## src/rtl/fetch_stage_if.sv

```systemverilog
// Instruction-memory request/acknowledge bus between the fetch stage and instruction memory.
// At most one request is outstanding; the address stays stable from request until ack.
interface fetch_stage_if #(
    parameter int PC_W = 32
);
    logic            imem_req;
    logic [PC_W-1:0] imem_addr;
    logic            imem_ack;
    logic [31:0]     imem_rdata;

    modport master (
        output imem_req,
        output imem_addr,
        input  imem_ack,
        input  imem_rdata
    );

    modport slave (
        input  imem_req,
        input  imem_addr,
        output imem_ack,
        output imem_rdata
    );
endinterface

```

## src/rtl/fetch_stage.sv

```systemverilog
// Instruction-fetch stage with the IF/ID pipeline register for the pipelined MIPS core.
// Owns the PC, fetches one word at a time over a req/ack bus, and supports stall and branch flush.
module fetch_stage #(
    parameter int            PC_W     = 32,
    parameter logic [PC_W-1:0] RESET_PC = '0
) (
    input  logic            clk,
    input  logic            rst_n,
    fetch_stage_if.master   imem,
    input  logic            stall_i,
    input  logic            flush_i,
    input  logic [PC_W-1:0] redirect_pc,
    output logic            if_id_valid,
    output logic [31:0]     if_id_instr,
    output logic [PC_W-1:0] if_id_pc_plus4,
    output logic [PC_W-1:0] pc_out
);

    typedef enum logic [1:0] {
        StIdle,
        StFetch,
        StStall,
        StDiscard
    } fetchState_e;

    fetchState_e     r_state;
    logic [PC_W-1:0] r_pc;
    logic [PC_W-1:0] r_pending;
    logic [31:0]     r_skid;
    logic [PC_W-1:0] r_skidPc4;
    logic            r_ifIdValid;
    logic [31:0]     r_ifIdInstr;
    logic [PC_W-1:0] r_ifIdPc4;

    fetchState_e     w_stateNext;
    logic [PC_W-1:0] w_pcNext;
    logic [PC_W-1:0] w_pendingNext;
    logic [31:0]     w_skidNext;
    logic [PC_W-1:0] w_skidPc4Next;
    logic            w_ifIdValidNext;
    logic [31:0]     w_ifIdInstrNext;
    logic [PC_W-1:0] w_ifIdPc4Next;
    logic [PC_W-1:0] w_pcPlus4;
    logic            w_ifIdFree;

    assign w_pcPlus4  = r_pc + PC_W'(4);
    assign w_ifIdFree = !r_ifIdValid || !stall_i;

    assign imem.imem_req  = (r_state == StFetch) || (r_state == StDiscard);
    assign imem.imem_addr = r_pc;

    assign if_id_valid    = r_ifIdValid;
    assign if_id_instr    = r_ifIdInstr;
    assign if_id_pc_plus4 = r_ifIdPc4;
    assign pc_out         = r_pc;

    always_comb begin
        w_stateNext     = r_state;
        w_pcNext        = r_pc;
        w_pendingNext   = r_pending;
        w_skidNext      = r_skid;
        w_skidPc4Next   = r_skidPc4;
        w_ifIdValidNext = r_ifIdValid;
        w_ifIdInstrNext = r_ifIdInstr;
        w_ifIdPc4Next   = r_ifIdPc4;

        // Decode consumed the entry; it goes stale unless something new is loaded below.
        if (!stall_i) begin
            w_ifIdValidNext = 1'b0;
        end

        case (r_state)
            StIdle: begin
                w_stateNext = StFetch;
            end
            StFetch: begin
                if (flush_i && imem.imem_ack) begin
                    w_pcNext = redirect_pc;
                end else if (flush_i) begin
                    w_pendingNext = redirect_pc;
                    w_stateNext   = StDiscard;
                end else if (imem.imem_ack && w_ifIdFree) begin
                    w_ifIdValidNext = 1'b1;
                    w_ifIdInstrNext = imem.imem_rdata;
                    w_ifIdPc4Next   = w_pcPlus4;
                    w_pcNext        = w_pcPlus4;
                end else if (imem.imem_ack) begin
                    w_skidNext    = imem.imem_rdata;
                    w_skidPc4Next = w_pcPlus4;
                    w_pcNext      = w_pcPlus4;
                    w_stateNext   = StStall;
                end
            end
            // The skid is full exactly while in this state, so no separate occupancy flag.
            StStall: begin
                if (flush_i) begin
                    w_pcNext    = redirect_pc;
                    w_stateNext = StFetch;
                end else if (!stall_i) begin
                    w_ifIdValidNext = 1'b1;
                    w_ifIdInstrNext = r_skid;
                    w_ifIdPc4Next   = r_skidPc4;
                    w_stateNext     = StFetch;
                end
            end
            StDiscard: begin
                if (imem.imem_ack) begin
                    w_pcNext    = flush_i ? redirect_pc : r_pending;
                    w_stateNext = StFetch;
                end else if (flush_i) begin
                    w_pendingNext = redirect_pc;
                end
            end
            default: begin
                w_stateNext = StIdle;
            end
        endcase

        if (flush_i) begin
            w_ifIdValidNext = 1'b0;
        end
    end

    always_ff @(posedge clk or negedge rst_n) begin
        if (!rst_n) begin
            r_state     <= StIdle;
            r_pc        <= RESET_PC;
            r_pending   <= '0;
            r_skid      <= '0;
            r_skidPc4   <= '0;
            r_ifIdValid <= 1'b0;
            r_ifIdInstr <= '0;
            r_ifIdPc4   <= '0;
        end else begin
            r_state     <= w_stateNext;
            r_pc        <= w_pcNext;
            r_pending   <= w_pendingNext;
            r_skid      <= w_skidNext;
            r_skidPc4   <= w_skidPc4Next;
            r_ifIdValid <= w_ifIdValidNext;
            r_ifIdInstr <= w_ifIdInstrNext;
            r_ifIdPc4   <= w_ifIdPc4Next;
        end
    end

endmodule

```

## src/flat_wrapper.sv

```systemverilog
// flat-port wrapper written by rule: the top's interface ports become plain ports
module fetch_stage_flat 
#(
    parameter int            PC_W     = 32,
    parameter logic [PC_W-1:0] RESET_PC = '0
)
  (clk, rst_n, stall_i, flush_i, redirect_pc, if_id_valid, if_id_instr, if_id_pc_plus4, pc_out, imem_imem_req, imem_imem_addr, imem_imem_ack, imem_imem_rdata);
  fetch_stage_if #(.PC_W(PC_W)) imem_i ();
  input  logic clk;
  input  logic rst_n;
  input  logic stall_i;
  input  logic flush_i;
  input  logic [PC_W-1:0] redirect_pc;
  output logic if_id_valid;
  output logic [31:0] if_id_instr;
  output logic [PC_W-1:0] if_id_pc_plus4;
  output logic [PC_W-1:0] pc_out;
  output wire logic [$bits(imem_i.imem_req)-1:0] imem_imem_req;
  output wire logic [$bits(imem_i.imem_addr)-1:0] imem_imem_addr;
  input wire logic [$bits(imem_i.imem_ack)-1:0] imem_imem_ack;
  input wire logic [$bits(imem_i.imem_rdata)-1:0] imem_imem_rdata;
  assign imem_imem_req = imem_i.imem_req;
  assign imem_imem_addr = imem_i.imem_addr;
  assign imem_i.imem_ack = imem_imem_ack;
  assign imem_i.imem_rdata = imem_imem_rdata;
  fetch_stage #(.PC_W(PC_W), .RESET_PC(RESET_PC)) u_core (.clk(clk), .rst_n(rst_n), .imem(imem_i), .stall_i(stall_i), .flush_i(flush_i), .redirect_pc(redirect_pc), .if_id_valid(if_id_valid), .if_id_instr(if_id_instr), .if_id_pc_plus4(if_id_pc_plus4), .pc_out(pc_out));
endmodule
```

## config.mk

```make
export PLATFORM = sky130hd
export DESIGN_NAME = fetch_stage_flat
export DESIGN_NICKNAME = d
export VERILOG_FILES = /design/src/rtl/fetch_stage_if.sv /design/src/rtl/fetch_stage.sv /design/src/flat_wrapper.sv
export SDC_FILE = /design/constraint.sdc
export NUM_CORES = 1
export LEC_CHECK = 0
export CORE_MARGIN = 2
export CORE_UTILIZATION = 52
export CTS_CLUSTER_SIZE = 20
export DETAILED_ROUTE_END_ITERATION = 16
export GPL_TIMING_DRIVEN = 0
export PLACE_DENSITY = 0.81
export REMOVE_ABC_BUFFERS = 1
export SYNTH_ARGS = -nofsm -noshare
export SYNTH_HDL_FRONTEND = slang
export SYNTH_SLANG_ARGS = --single-unit
```

## constraint.sdc

```tcl
create_clock -name clk -period 2.2 [get_ports clk]
set_clock_uncertainty 0.05 [all_clocks]
set_input_delay 0.22 -clock clk [delete_from_list [all_inputs] [get_ports clk]]
set_output_delay 0.22 -clock clk [all_outputs]
set_load 0.05 [all_outputs]
```

==> results_dict.tcl, run 1 <==
set metrics [dict create \
    status "finished with violations" \
    failed_checks "negative setup slack" \
    start_util 0.531 \
    drtIter0Drc 901 \
    synth_ff_type "dfrtp_1" \
    clock_latency_ns 0.43 \
    synth-simple-area-share 0.117 \
    ys_ff_latch 195 \
    core_area_um2 18000 \
    yosysSeqAreaShare 0.510 \
    die_w_um 140 \
    relSlewSlack 0.480 \
    syn_avg_cell_area_um2 10.5 \
    fin_util 0.729 \
    vias 8396 \
    final_cell_area_um2 13100 \
    syn-instance-count 914 \
    die_area_um2 19500 \
    async_reset_ff_frac 1.00 \
    place.gp.congestion 0.843 \
    ir_drop_uv 1190 \
    via_per_inst 6.21 \
    gr-total-overflow 0 \
    grt.total_usage 0.283 \
    synthAdderAreaFrac 0.00654 \
    crit_path_end_kind "register" \
    max_clock_freq_ghz 0.448 \
    crit_fanout 6 \
    cts-root-buf "clkbuf_16" \
    pre_cts_ws_ns -1.06 \
    finalPower_mw 23.4 \
    hold_viol 0 \
    cts_tree "built" \
    grt_pass1_vias 7774 \
    grt_pass1_wl_um 43300 \
    nNetsFinal 1184 \
    drive_gt1_frac 0.213 \
    path_class "reg2reg" \
    synth_area_leaders "dfrtp_1 51%, mux2_2 8.7%, mux2i_1 4.3%" \
    ioPinCount 199 \
    placed_area_um2 11600 \
    min_path_type "in2async" \
    yosysWarnings 0 \
    drc 0 \
    numClockSinks 195 \
    synth_xor_area_frac 0.0238 \
    areaGrowthSynthToFinish_pct 37.4 \
    worstMarginPinSlew_ns 0.781 \
    arrival_ns 2.49 \
    p_per_area_nw_per_um2 1780 \
    fin_crit_sh 1.01 \
    dp_hpwl_um 16700 \
    synth_top_family_by_area "compound AO/OA/AOI/OAI gates" \
    synth-compound-area-share 0.151 \
    antenna_found_initial 1 \
    cts_made_buffers 17 \
    h-tree-depth 4 \
    rows 49 \
    critPathLaunchType "register" \
    maxCapViolCount 0 \
    p_leak_nw 5.58 \
    report.final.slew_viol_count 0 \
    rsz0062_at_grt "true" \
    drt-total-wl_um 29400 \
    grt_max_degree 102 \
    yosys.area.top_type "dfrtp_1" \
    clkTransAtPathRegs_ns 0.08 \
    ant_nets 0 \
    mappedNetlistArea_um2 9560 \
    fill_cells 1234 \
    io_buffers 198 \
    wl_per_cell_um 21.7 \
    setup-tns-final_ns -0.0873 \
    fin_crit_ns 2.23 \
    crit_required_ns 2.46 \
    synth_top_area_frac 0.510 \
    setup_viol 4 \
    synth_cell_types 59 \
    synth_edf_count 0 \
    setup_slack_ns -0.0307 \
    synthMuxAreaShare 0.131 \
    firstDrtPassIters 7 \
    clock_path_buffers 2 \
    dieHeight_um 140 \
]
-- critical path, cell delays in order, from the launching register on --
cell and delay (ns):
dfrtp_2 0.45, buf_6 0.13, ha_4 0.18, o21ba_4 0.25
or3_4 0.48, buf_6 0.17, a21o_1 0.15, a22o_1 0.24
-- timing repair --
item	CTS	global route
endpoints found under the setup margin	168	79
hold endpoints to repair	100	0
gates cloned	8	3
gates resized for setup	49	33
hold buffers	1	0
buffers inserted	26	25
pin swaps	8	8
-- layer usage --
layer,share of wire,track usage,wire length [um],vias to the layer above
li1,-,-,-,3661
met1,0.39,0.362,11500,4074
met2,0.48,0.450,14000,559
met3,0.090,0.0647,2640,102
met4,0.043,0.155,1260,0
met5,0,0,0,-
-- layout make-up --
type	instances	area, um^2	share of cell area
repair buffers	265	2770	0.211
well taps	229	287	0.0218
multi-input cells	614	4540	0.345
clock inverters	12	156	0.0119
clock buffers	19	443	0.0337
inverters	17	66.3	0.00504
flip-flops and latches	195	4880	0.372
diodes	1	2.50	0.000190
-- layout by cell type (no fill, tap or decap), drive strengths merged, types with 4 or more instances in the layout --
cell type / n
nor4: 7
nor2b: 5
a221oi: 16
nand2: 91
nand4: 10
a22oi: 11
a21o: 6
inv: 19
or3: 7
and3: 5
a21oi: 46
xor2: 12
dfrtp: 195
o211ai: 10
clkbuf: 21
a222oi: 8
buf: 63
mux2i: 41
clkinv: 6
a31oi: 5
nand3: 22
clkdlybuf4s50: 193
ha: 5
o22ai: 16
xnor2: 14
o21ba: 4
o21ai: 79
nor3: 11
mux2: 75
a2bb2oi: 5
nor2: 67
-- path summary, 6_finish.rpt --
check | startpoint | endpoint | slack [ns] | cells past startpoint
max | u_core.r_state[0] | u_core.imem.imem_addr[31] | -0.03 | 7
min | rst_n | u_core.if_id_instr[28] | 0.37 | 2
max reg2reg | u_core.r_state[0] | u_core.imem.imem_addr[31] | -0.03 | 7
min reg2reg | u_core.if_id_instr[8] | u_core.if_id_instr[8] | 0.43 | 2
max in group asynchronous | rst_n | u_core.r_skidPc4[27] | 0.76 | 3
min in group clk | imem_imem_rdata[24] | u_core.r_skid[24] | 0.38 | 2
-- cells by family after synthesis --
group / Yosys count
fa+ha+maj: 5
flops: 195
mux: 116
compound gates: 228
simple gates: 232
xor+xnor: 26
buf+inv: 112
-- cell usage after synthesis, types with 10 or more instances --
| library cell | count |
|---|---|
| o211ai_1 | 10 |
| buf_2 | 19 |
| nand3_1 | 20 |
| a21oi_1 | 46 |
| dfrtp_1 | 195 |
| a22oi_1 | 11 |
| nor2_1 | 67 |
| a221oi_1 | 16 |
| nand2_1 | 91 |
| xnor2_1 | 14 |
| mux2i_1 | 41 |
| inv_1 | 16 |
| buf_4 | 34 |
| xor2_1 | 12 |
| o21ai_0 | 69 |
| clkbuf_1 | 40 |
| mux2_2 | 74 |
| o22ai_1 | 16 |
| o21ai_1 | 10 |
-- flip-flops by register name (all words and copies together), names as in the netlist --
signal,count
u_core.r_skidPc4,32
u_core.if_id_instr,32
u_core.r_pending,32
u_core.imem.imem_addr,32
u_core.r_state,2
u_core.if_id_pc_plus4,32
u_core.r_skid,32
u_core.if_id_valid,1
-- per-stage QoR --
stage                     hold WS [ns]  instances
after floorplan                 -0.126        819
after global placement           0.410       1246
after detailed placement         0.276       1260
after CTS                        0.360       1324
after global routing             0.383       1352
final                            0.374       1352
-- where the power goes --
| part | leakage (nW) | switching [mW] | total, mW | internal (mW) |
|---|---|---|---|---|
| clock | 0.294 | 1.41 | 3.23 | 1.82 |
| sequential | 2.42 | 1.44 | 6.70 | 5.26 |
| combinational | 2.87 | 8.43 | 13.5 | 5.07 |
Power figures use the tool's default switching activity.
==> run 2, diff against run 1 <==
Settings changed: ABC_AREA from default to 1, CORE_UTILIZATION 52 to 53.
==> run 2 against run 1 <==
Against the previous run: the run now ends clean; critical path depth is 6 lower; global-route usage is 1.1 points higher; first-iteration DRC count is 12% lower; clock power is 2% lower; largest power group unchanged; non-clock buffer count is 45 lower; via count is 18% higher.
==> results_dict.tcl, run 2 <==
set metrics [dict create \
    holdWs_ns 0.292 \
    cts_made_buffers 17 \
    pre_cts_ws_ns -2.13 \
    drc 0 \
    mostFrequentLayoutCells "402 x nand2_1, 195 x clkdlybuf4s50_1, 192 x dfrtp_1" \
    yosys.area.top_type "dfrtp_1" \
    yosysMostFrequentCell "nand2_1" \
    synth_top_family_by_area "simple AND/OR/NAND/NOR gates" \
    crit_buf_inv 1 \
    h-tree-depth 4 \
    crit_path_end_kind "output port" \
    grt_pass1_wl_um 47200 \
    report.final.slew_viol_count 0 \
    antenna_found_initial 0 \
    cts-root-buf "clkbuf_16" \
    dp_cells 1711 \
    setup_viol 0 \
    fin_crit_ns 2.15 \
    synth_top_area_frac 0.477 \
    core_area_um2 18800 \
    min_path_type "in2reg" \
    ir_drop_uv 1120 \
    io_buffers 198 \
    grt_pass1_vias 9161 \
    crit_required_ns 1.93 \
    crit_fanout 7 \
    dieHeight_um 143 \
    synth-simple-area-share 0.251 \
    grt_max_degree 107 \
    relSlewSlack 0.427 \
    critPathLaunchType "register" \
    ioPinCount 199 \
    clock_path_buffers 2 \
    worstReg2RegStart "u_core.r_state[1]" \
    m1WireLength_um 12600 \
    grt.total_usage 0.295 \
    p_leak_nw 6.08 \
    dp_hpwl_um 18000 \
    synth_edf_count 0 \
    numClockSinks 195 \
    ant_nets 0 \
    wl_met2_um 14100 \
    ys_ff_latch 195 \
    firstDrtPassIters 6 \
    mappedNetlistArea_um2 10200 \
    synthMuxAreaShare 0 \
    wl_per_cell_um 17.2 \
    clock_latency_ns 0.44 \
    r2r_slack_ns 0.08 \
    finalPower_mw 23.2 \
    holdPathStages 3 \
    synth_cell_types 33 \
    rows 50 \
    path_class "reg2out" \
    r2r_end "u_core.if_id_instr[23]" \
    syn-instance-count 1354 \
    r2r_cells 11 \
    slowest_stage "clkdlybuf4s50_1" \
    max_stage_delay_ns 0.88 \
    synth_area_leaders "dfrtp_1 48%, nand2_1 15%, nor2_1 7.0%" \
    arrival_ns 1.88 \
    drt-total-wl_um 30500 \
    yosysSeqAreaShare 0.477 \
    top_layer_used "met4" \
    start_util 0.543 \
    wl_met3_um 2840 \
    worstPathCellList "clkdlybuf4s50_1" \
    drtIter0Drc 794 \
    stdcell_count 1767 \
    synth_common_cells "404 x nand2_1, 195 x dfrtp_1, 190 x nor2_1" \
    syn_avg_cell_area_um2 7.56 \
    vias 9881 \
    clkTransAtPathRegs_ns 0.08 \
    fin_crit_sh 0.978 \
    min-delay-start "imem_imem_rdata[12]" \
    nNetsFinal 1568 \
    maxCapViolCount 0 \
    cts_tree "built" \
    hold_viol 0 \
    place.gp.congestion 0.893 \
    layout_commonest_cell "nand2_1" \
    synth-compound-area-share 0.166 \
    diodes 0 \
    via_per_inst 5.59 \
    async_reset_ff_frac 1.00 \
    crit_family "buffers and inverters" \
    worstMarginPinSlew_ns 0.860 \
    status "finished clean" \
    drive_gt1_frac 0.0796 \
    die_area_um2 20400 \
    synth_ff_type "dfrtp_1" \
    setup_slack_ns 0.0475 \
    synth_xor_area_frac 0.00685 \
    gr-total-overflow 0 \
    p_per_area_nw_per_um2 1760 \
    setup-tns-final_ns 0 \
    areaGrowthSynthToFinish_pct 28.7 \
    max_clock_freq_ghz 0.465 \
    synthAdderAreaFrac 0.00611 \
    hold_path_end "u_core.r_skid[12]" \
    die_w_um 143 \
    yosysWarnings 0 \
]
run 2: repair_timing:
item,4_1_cts,5_1_grt
gates cloned,5,4
pin swaps,2,2
hold buffers,1,0
resized for setup,29,25
hold endpoints to repair,89,0
endpoints found under the setup margin,185,180
setup buffers,8,7
run 2: final cells by class:
cell class	count	area (um^2)
Fill cell	1512	5660
Multi-Input combinational cell	966	4550
Timing Repair Buffer	220	2330
Timing Repair inverter	4	66.3
Tap cell	260	325
Clock inverter	15	165
Inverter	90	420
Clock buffer	17	425
Sequential cell	195	4880
run 2: worst register-to-register path: stages, from the launching register on:
cell     delay, ns
dfrtp_2       0.46
inv_2         0.10
ha_4          0.15
inv_1         0.10
nor2_4        0.13
nand2_4       0.12
o22ai_4       0.25
nand2_8       0.20
buf_12        0.23
inv_6         0.08
nor2_1        0.04
a31oi_1       0.14
run 2: routing by layer:
metal / up-vias / track usage
met1: 4661 / 0.410
li1: 4654 / -
met5: - / 0
met2: 487 / 0.454
met3: 79 / 0.0543
met4: 0 / 0.128
run 2: through the flow:
| step | util | area, um^2 |
|---|---|---|
| 2_1_floorplan | - | 9610 |
| 3_3_place_gp | 0.633 | 11900 |
| 3_5_place_dp | 0.642 | 12100 |
| 4_1_cts | 0.691 | 13000 |
| 5_1_grt | 0.700 | 13200 |
| 6_report | 0.700 | 13200 |
run 2: how the worst max path moves through the flow:
stage                                   start                        end  slack (ns)  cells after the start
floorplan                   u_core.r_state[1]        u_core.r_skidPc4[1]       -2.63                      8
global placement                        rst_n      u_core.if_id_instr[3]       -7.40                      1
detailed placement          u_core.r_state[0]     u_core.if_id_instr[21]       -2.13                      9
CTS                         u_core.r_state[0]  u_core.if_id_pc_plus4[13]       0.007                      9
global route                u_core.r_state[1]     u_core.if_id_instr[13]       -0.02                     11
finish              u_core.imem.imem_addr[23]         imem_imem_addr[23]        0.05                      1
run 2: power by group:
| part | switching (mW) | internal [mW] |
|---|---|---|
| combinational | 9.23 | 4.37 |
| clock | 1.54 | 1.62 |
| sequential | 1.30 | 5.18 |
run 2: kinds of logic after synthesis:
family | count (synthesis)
AO/OA/AOI/OAI | 302
flip-flops | 195
adder cells (fa/ha/maj) | 5
AND/OR/NAND/NOR | 647
XOR/XNOR | 8
buffers and inverters | 197
==> run 3, diff against run 2 <==
Settings changed: SLEW_MARGIN from default to 15.
==> run 3 against run 2 <==
Against the previous run: fmax down 0.74%; global-route usage down 0.24 points; via count down 0.64%; non-clock buffer count up 3; die area unchanged; critical path type is now reg2reg; largest cell class unchanged; highest routed layer unchanged.
==> results_dict.tcl, run 3 (synthesis gave the netlist of run 2 again) <==
set metrics [dict create \
    r2r_slack_ns 0.03 \
    setup_viol 0 \
    drc 0 \
    crit_path_end_kind "register" \
    rows 50 \
    clkTransAtPathRegs_ns 0.08 \
    place.gp.congestion 0.893 \
    dieHeight_um 143 \
    crit_path_end "u_core.if_id_pc_plus4[6]" \
    r2r_cells 10 \
    gr-total-overflow 0 \
    dp_hpwl_um 18100 \
    slowest_stage "dfrtp_2" \
    placed_area_um2 12100 \
    grt_max_degree 106 \
    holdWs_ns 0.299 \
    crit_family "buffers and inverters" \
    nNetsFinal 1568 \
    min_path_type "in2async" \
    drtIter0Drc 956 \
    clock_path_buffers 2 \
    antenna_found_initial 0 \
    grt_pass1_wl_um 47000 \
    drive_gt1_frac 0.0816 \
    p_per_area_nw_per_um2 1750 \
    mostFrequentLayoutCells "402 x nand2_1, 195 x clkdlybuf4s50_1, 192 x dfrtp_1" \
    finalPower_mw 23.1 \
    start_util 0.543 \
    max_clock_freq_ghz 0.461 \
    relSlewSlack 0.512 \
    grt.total_usage 0.292 \
    cts-root-buf "clkbuf_16" \
    hold_viol 0 \
    firstDrtPassIters 6 \
    final_cell_area_um2 13200 \
    worstReg2RegStart "u_core.r_state[0]" \
    cts_tree "built" \
    numClockSinks 195 \
    clock_latency_ns 0.43 \
    die_w_um 143 \
    crit_fanout 47 \
    crit_path_start "u_core.r_state[0]" \
    grt_pass1_vias 9266 \
    areaGrowthSynthToFinish_pct 28.7 \
    report.final.slew_viol_count 0 \
    critPathLaunchType "register" \
    r2r_end "u_core.if_id_pc_plus4[6]" \
    path_class "reg2reg" \
    critical_path_depth 10 \
    vias 9818 \
    worstMarginPinSlew_ns 0.732 \
    ant_nets 0 \
    wl_per_cell_um 17.0 \
    ir_drop_uv 1210 \
    dp_cells 1712 \
    via_per_inst 5.56 \
    core_area_um2 18800 \
    layout_commonest_cell "nand2_1" \
    drt-total-wl_um 30000 \
    worstPathCellList "inv_2 > ha_4 > inv_6 > buf_16 > o22ai_4 > nand2_8 > buf_12 > clkinv_16 > nor2_1 > a21oi_2" \
    status "finished clean" \
    arrival_ns 2.48 \
    cts_made_buffers 17 \
    p_leak_nw 6.07 \
    diodes 0 \
    fin_crit_sh 0.986 \
    stdcell_count 1767 \
    crit_required_ns 2.51 \
    h-tree-depth 4 \
    fin_crit_ns 2.17 \
    maxCapViolCount 0 \
    die_area_um2 20400 \
    io_buffers 198 \
    crit_buf_inv 5 \
    ioPinCount 199 \
    max_stage_delay_ns 0.45 \
]
## run 3: worst min path at each step
stage / from / end / depth (start not counted)
after floorplan: rst_n / u_core.if_id_instr[0] / 0
after global placement: u_core.r_skid[14] / u_core.r_skid[14] / 2
after detailed placement: rst_n / u_core.if_id_valid / 1
after CTS: imem_imem_rdata[13] / u_core.r_skid[13] / 3
after global routing: imem_imem_rdata[13] / u_core.r_skid[13] / 3
final: rst_n / u_core.if_id_valid / 2
## run 3: where the power goes
part	switching, mW	total (mW)	internal [mW]
clock network	1.53	3.04	1.50
logic	9.21	13.6	4.36
registers	1.31	6.49	5.18
total	12.1	23.1	11.0
## run 3: layer usage
| metal | vias to the layer above | wire, um | global-route usage | part of all wire |
|---|---|---|---|---|
| met1 | 4602 | 12600 | 0.406 | 0.42 |
| met2 | 503 | 14000 | 0.464 | 0.47 |
| met5 | - | 0 | 0 | 0 |
| met3 | 60 | 2630 | 0.0490 | 0.088 |
| met4 | 0 | 783 | 0.108 | 0.026 |
| li1 | 4653 | - | - | - |
## run 3: what timing repair did
item | CTS | global route
pin swaps | 2 | 4
gates cloned | 5 | 2
hold buffers | 1 | 0
endpoints found under the setup margin | 191 | 182
endpoints found under the hold margin | 90 | 0
gates resized for setup | 34 | 25
buffers inserted | 9 | 6
## run 3: per-stage QoR
step           utilization  setup TNS (ns)  setup WS (ns)
2_1_floorplan            -         -347.58          -2.63
3_3_place_gp         0.633        -2307.85          -7.40
3_5_place_dp         0.643         -157.19          -1.87
4_1_cts              0.692               0        0.00728
5_1_grt              0.699          -0.154        -0.0350
6_report             0.699               0         0.0314
## run 3: final cells by class
class	count	area, um^2
Fill cell	1505	5660
Sequential cell	195	4880
Clock inverter	15	139
Timing Repair inverter	2	60.1
Clock buffer	17	425
Timing Repair Buffer	223	2350
Multi-Input combinational cell	965	4570
Inverter	90	418
Tap cell	260	325
